**config.mk**
```make
export PLATFORM = sky130hd
export DESIGN_NAME = pwm_dac_multi
export DESIGN_NICKNAME = d
export VERILOG_FILES = /design/src/rtl/pwm_dac_multi.sv
export SDC_FILE = /design/constraint.sdc
export NUM_CORES = 1
export LEC_CHECK = 0
export ABC_AREA = 0
export CAP_MARGIN = 10
export CELL_PAD_IN_SITES_DETAIL_PLACEMENT = 1
export CELL_PAD_IN_SITES_GLOBAL_PLACEMENT = 2
export CORE_MARGIN = 2
export CORE_UTILIZATION = 43
export CTS_BUF_LIST = sky130_fd_sc_hd__clkbuf_8
export DETAILED_ROUTE_END_ITERATION = 16
export PLACE_DENSITY = 0.84
export SLEW_MARGIN = 0
export SYNTH_ARGS = -nofsm -noshare
export SYNTH_HDL_FRONTEND = slang
export SYNTH_SLANG_ARGS = --single-unit
```
**constraint.sdc**
```tcl
create_clock -name clk -period 4.5 [get_ports clk]
set_input_delay 0.9 -clock clk [delete_from_list [all_inputs] [get_ports clk]]
set_output_delay 0.9 -clock clk [all_outputs]
set_load 0.05 [all_outputs]
```
**src/rtl/pwm_dac_multi.sv**
```systemverilog
// Multi-channel audio DAC output stage: a double-buffered sample word drives one
// PWM or first-order sigma-delta modulator per channel, updated at period boundaries.
`timescale 1ns/1ps
module pwm_dac_multi #(
   parameter int CHANNELS = 2,
   parameter int SAMPLE_W = 10,
   parameter int MODE     = 0
) (
   input  logic                         clk,
   input  logic                         rst,
   input  logic                         enable,
   input  logic [CHANNELS*SAMPLE_W-1:0] sample_data,
   input  logic                         sample_valid,
   output logic                         sample_ready,
   output logic [CHANNELS-1:0]          pwm,
   output logic                         period_strobe,
   output logic                         underrun
);

   localparam int                  WORD_W  = CHANNELS * SAMPLE_W;
   localparam logic [SAMPLE_W-1:0] CNT_MAX = '1;
   localparam logic [SAMPLE_W-1:0] CNT_PRE = {{(SAMPLE_W-1){1'b1}}, 1'b0};

   logic [SAMPLE_W-1:0] cnt;
   logic [WORD_W-1:0]   stage;
   logic [WORD_W-1:0]   active;
   logic                stage_full;
   logic                stage_full_nxt;
   logic                boundary;
   logic                accept;

   assign boundary     = enable && (cnt == CNT_MAX);
   assign accept       = sample_valid && !stage_full;
   assign sample_ready = !stage_full;

   // NOTE: every signal assigned in always_comb gets a default first, so no path can infer a latch.
   always_comb begin
      stage_full_nxt = stage_full;
      if (boundary && stage_full)
         stage_full_nxt = 1'b0;
      else if (accept)
         stage_full_nxt = 1'b1;
   end

   // Strobe and underrun are predicted one cycle early so both land in the cnt==MAX cycle.
   // NOTE: state registers use non-blocking assignments so every flop samples pre-edge values.
   always_ff @(posedge clk or posedge rst) begin
      if (rst) begin
         cnt           <= '0;
         stage         <= '0;
         active        <= '0;
         stage_full    <= 1'b0;
         period_strobe <= 1'b0;
         underrun      <= 1'b0;
      end else begin
         cnt           <= enable ? cnt + SAMPLE_W'(1) : '0;
         stage_full    <= stage_full_nxt;
         period_strobe <= enable && (cnt == CNT_PRE);
         underrun      <= enable && (cnt == CNT_PRE) && !stage_full_nxt;
         if (accept)
            stage <= sample_data;
         if (boundary && stage_full)
            active <= stage;
      end
   end

   for (genvar i = 0; i < CHANNELS; i++) begin : g_ch
      logic [SAMPLE_W-1:0] level;
      logic                pwm_q;

      assign level  = active[i*SAMPLE_W +: SAMPLE_W];
      assign pwm[i] = pwm_q;

      if (MODE == 0) begin : g_pwm
         always_ff @(posedge clk or posedge rst) begin
            if (rst)
               pwm_q <= 1'b0;
            else
               pwm_q <= enable && (cnt < level);
         end
      end else begin : g_sd
         // Only the low bits persist; the carry of each sum is the output bit.
         logic [SAMPLE_W-1:0] acc;
         logic [SAMPLE_W:0]   sum;

         assign sum = {1'b0, acc} + {1'b0, level};

         // NOTE: the accumulator is reset explicitly; an unknown start value would skew the first period's duty.
         always_ff @(posedge clk or posedge rst) begin
            if (rst) begin
               acc   <= '0;
               pwm_q <= 1'b0;
            end else if (!enable) begin
               acc   <= '0;
               pwm_q <= 1'b0;
            end else begin
               acc   <= sum[SAMPLE_W-1:0];
               pwm_q <= sum[SAMPLE_W];
            end
         end
      end
   end

endmodule

```
# Word-level counts from Yosys, hierarchy flattened
# Index checks and enable logic that the tools add are counted.
# word_totals
latchBits	0
mem_bits_rw	0
ff_bits	55
elab_cells	25
n_memories	0
output_inout_bits	5
rom_bits	0
# classes
reduce_logical	9
muxes	3
div	0
eq_ne	2
multipliers	0
order_cmp	2
bitwise_logic	0
shifts	0
addsub	1
# op_table
operator	n
equality test 10 bit (second input constant)	2
less-than comparator 10 bit	2
adder 10 x 1 -> 10 bit (second input constant)	1
two-way mux 10 bit	1
logical AND 1 bit	7
zero test 1 bit	2
two-way mux 1 bit	2

# Logic depth before layout (Yosys ltp)
# depth
ltp_word	6
ltp_mapped	6
depth_no_buf	6

# Least setup slack after synthesis
# Ideal clock, no wire load.
# synth_path
path_kind	input to register
start	in enable
end	reg active[10]
setup_ns	0.125
required_ns	4.375
arrival_time_ns	1.650
path_slack_ns	2.725
cell_stages	5
path_buffers	1
cell_sequence	nand2_1 > nor2_1 > nand3_2 > buf_6 > mux2_4
# synth_via
elab_chain_cells	2
# synth_lines
element	line_no	rtl
start, declared	11	input logic enable,
logical AND 1 bit	32	assign boundary = enable && (cnt == CNT_MAX);
logical AND 1 bit	62	if (boundary && stage_full)
end signal, assigned	63	active <= stage;
end, declared	26	logic [WORD_W-1:0] active;
# Every way passes these cells.
# A chain may end at the register's enable or synchronous reset.

# Worst setup path after layout
# layout_path
start	in enable
end	reg active[11]
# Same word-level chain as after synthesis.

==> implementation parameters <==
Parameter                              Value

Timing
  Worst setup margin ... 1.68 ns
  Pin slew with the least headroom to its limit ... 1.08 ns
  Fin crit period ... 2.82 ns
  Number of failing setup endpoints in the final timing report ... 0
  Fin Setup TNS ... 0 ns
  Setup repair after global routing missed its margin ... no
  Max Slew Vio Count ... 0
  Highest clock frequency the design can meet ... 355 MHz
  Remaining max-slew budget at the tightest pin ... 0.277
  Number of hold-slack violations in the final timing report ... 0
  Final setup skew ... 0.00718 ns
  Final Cycle Share ... 0.626

Cells and area
  Area growth, synth to finish ... 16.8%
  Net count of the finished layout ... 283
  Final cell count without fillers ... 315
  ANT cells ... 0
  Share of post-route cells with drive strength above 1 ... 0.225
  Filler Cells Inserted ... 614

Clocking
  Number of sinks handled by clock tree synthesis ... 55
  Number of CTS-inserted buffers ... 5
  Number of buffers between clock root and the deepest sink ... 2
  Quantity of hold-fixing buffers added after cts ... 0
  Root Driver ... clkbuf_8
  Insertion delay of the later-clocked pin in the worst-skew pair ... 0.31 ns
  Number of gates resized after cts ... 0
  Buffer count from post-CTS setup fixing ... 0
  Maximum level of the CTS H-tree ... 2
  Clk pin slew, worst setup/hold paths ... 0.09 ns
  CTS tree ... done

Critical path
  CP max FO ... 22
  Element type at the critical path end ... flop
  Required time worst endpoint ... 4.69 ns
  Critical path data arrival time ... 3.01 ns
  Critical path type ... input port to flop
  Startpoint type of the worst setup path ... input port

Synthesis
  Leading post-synthesis cells by cell area ... dfrtp_1 (51%), mux2_4 (10%), ha_1 (9.3%)
  Library cell with the highest instance count after synthesis ... dfrtp_1
  Unique cell type count in the Yosys netlist ... 31
  Post-synthesis area per instance ... 12.8 sq um
  Cell types with the highest counts after synthesis ... dfrtp_1 (55), inv_1 (24), mux2_2 (22), ha_1 (20), mux2_4 (18)
  Adder-cell share of the synthesized area ... 0.0933
  Share of synthesized area occupied by flip-flops and latches ... 0.513
  Number of synthesized flops with an enable pin ... 0
  Xor-xnor portion of the synthesized cell area ... 0.0196
  Synth warn ... 0
  Most used flip-flop cell after synthesis ... dfrtp_1
  Combinational family with the most area after synthesis ... multiplexers
  Flip-flop and latch count after synthesis ... 55
  Compound-Gate Fraction of Synth Area ... 0.0420
  Async set-or-reset flop fraction in the synthesized netlist ... 1.00
  Number of nets produced by synthesis ... 254
  Cell area after synthesis ... 2680 sq um
  Yosys top cell by area ... dfrtp_1
  Synth Area in Simple Gates ... 0.0859
  Portion of netlist area occupied by mux cells ... 0.193
  Post-synth top area share ... 0.513
  Number of cells produced by synthesis ... 210

Power
  Overall power of the completed layout ... 948 uW
  Leakage power ... 0.00147 uW
  Power per cell area ... 303 nW/um^2
  Peak VDD IR ... 0.146 mV

Floorplan
  Die area ... 6880 sq um
  Starting utilization of the core area ... 0.448
  Die Width ... 83.0 um
  Number of top-level design ports ... 29
  Die boundary height ... 83.0 um
  Core area ... 5990 sq um
  Std-Cell Rows ... 28

Global route
  First-pass GRT wire length ... 8210 um
  Global route total overflow ... 0
  Largest net degree at the start of global routing ... 49
  All-layer global routing usage ... 0.150
  Initial antenna violation count ... 0
  Number of global-route vias before repair ... 1,632

Placed design
  Count of input and output buffers ... 28
  Inst Count DP ... 307
  Setup slack after placement ... 1.30 ns
  Final estimated routing congestion in global placement ... 0.765
  Hpwl dp ... 3610 um

Route
  Number of antenna-violating nets in the routed design ... 0
  First DRT Iteration DRCs ... 22
  Final routed wire length divided by cell count ... 15.5 um
  Residual DRC count ... 0
  Iteration count of the initial detailed-routing pass ... 4
  Post-detailed-routing wire length ... 4870 um
  Average vias per placed instance ... 5.13
  Detailed-route via count ... 1,617

Run
  Max Cap Violations ... 0

Outcome
  Outcome ... finished, final reports clean

Min path
  Hold/Removal Path Class ... flop to flop
-- layout make-up --
| class | instances | area (sq um) | share of cell area |
|---|---|---|---|
| sequential | 55 | 1380 | 0.439 |
| inverter | 24 | 90.1 | 0.0288 |
| tap | 75 | 93.8 | 0.0300 |
| timing repair buffer | 29 | 288 | 0.0919 |
| multi-input combinational | 124 | 1170 | 0.372 |
| clock inverter | 2 | 35.0 | 0.0112 |
| clock buffer | 6 | 82.6 | 0.0264 |
-- where the power goes --
group	switching, uW	internal, uW
registers	15.3	518
logic	31.8	44.6
clock network	158	180
-- layer usage --
metal | wire [um] | track usage
met1 | 2350 | 0.209
met2 | 2340 | 0.235
met3 | 103 | 0.0239
met4 | 79 | 0.0581
met5 | 0 | 0
-- registers in the layout, summed over array words and instances (netlist names) --
signal and count:
active 20, stage 20, cnt 10, stage_full 1, period_strobe 1, underrun 1
g_ch.pwm_q 2
-- stage by stage --
stage               utilization  hold WS (ns)  cell area [sq um]
floorplan                     -         0.477               2680
global placement          0.503         0.490               3010
detailed placement        0.503         0.492               3010
CTS                       0.523         0.514               3130
global route              0.523         0.528               3130
finish                    0.523         0.511               3130
-- cells in the final DEF (no fill, tap or decap) --
master	n
mux2_2	22
o311ai_0	2
inv_1	23
nor2_1	3
nand3b_1	1
clkdlybuf4s50_1	28
clkinv_2	1
ha_1	20
nor2b_2	1
xor2_1	2
or2_2	1
nand2_1	4
a211oi_1	2
nor3_1	4
inv_2	1
nand4_1	6
buf_4	1
nand3_1	5
xnor2_1	4
or3_2	1
a21boi_0	2
and2_1	7
nor2b_1	2
dfrtp_1	55
a21oi_1	6
bufinv_16	1
a21o_1	2
and4_1	1
o21ai_0	4
mux2_4	18
nand3_2	1
nand2b_1	2
clkbuf_8	6
nor4_1	1
-- final timing paths --
check | startpoint | endpoint | slack (ns) | cells after the start
max in group asynchronous | rst | stage[10]$_DFFE_PP0P_ | 2.67 | 3
worst max register to register | cnt[1]$_DFF_PP0_ | active[11]$_DFFE_PP0P_ | 2.26 | 4
min in group asynchronous | rst | stage[2]$_DFFE_PP0P_ | 1.14 | 2
worst min register to register | stage[15]$_DFFE_PP0P_ | active[15]$_DFFE_PP0P_ | 0.51 | 1
worst min-delay path | stage[15]$_DFFE_PP0P_ | active[15]$_DFFE_PP0P_ | 0.51 | 1
worst max-delay path | enable | active[11]$_DFFE_PP0P_ | 1.68 | 5
-- critical path: stages --
cell and delay (ns):
clkdlybuf4s50_1 0.70, nand2_1 0.15, nor2_1 0.15, nand3_2 0.57, mux2_4 0.52
-- kinds of logic (layout without fill, tap and decap cells) --
group	after synthesis	count (layout)
and+or+nand+nor	40	40
AOI/OAI and AO/OA	18	18
DFF	55	55
muxes	40	40
adders and majority gates	20	20
xor gates and xnor gates	6	6
buffers and inverters	31	61
(Power assumes the default switching activity.)
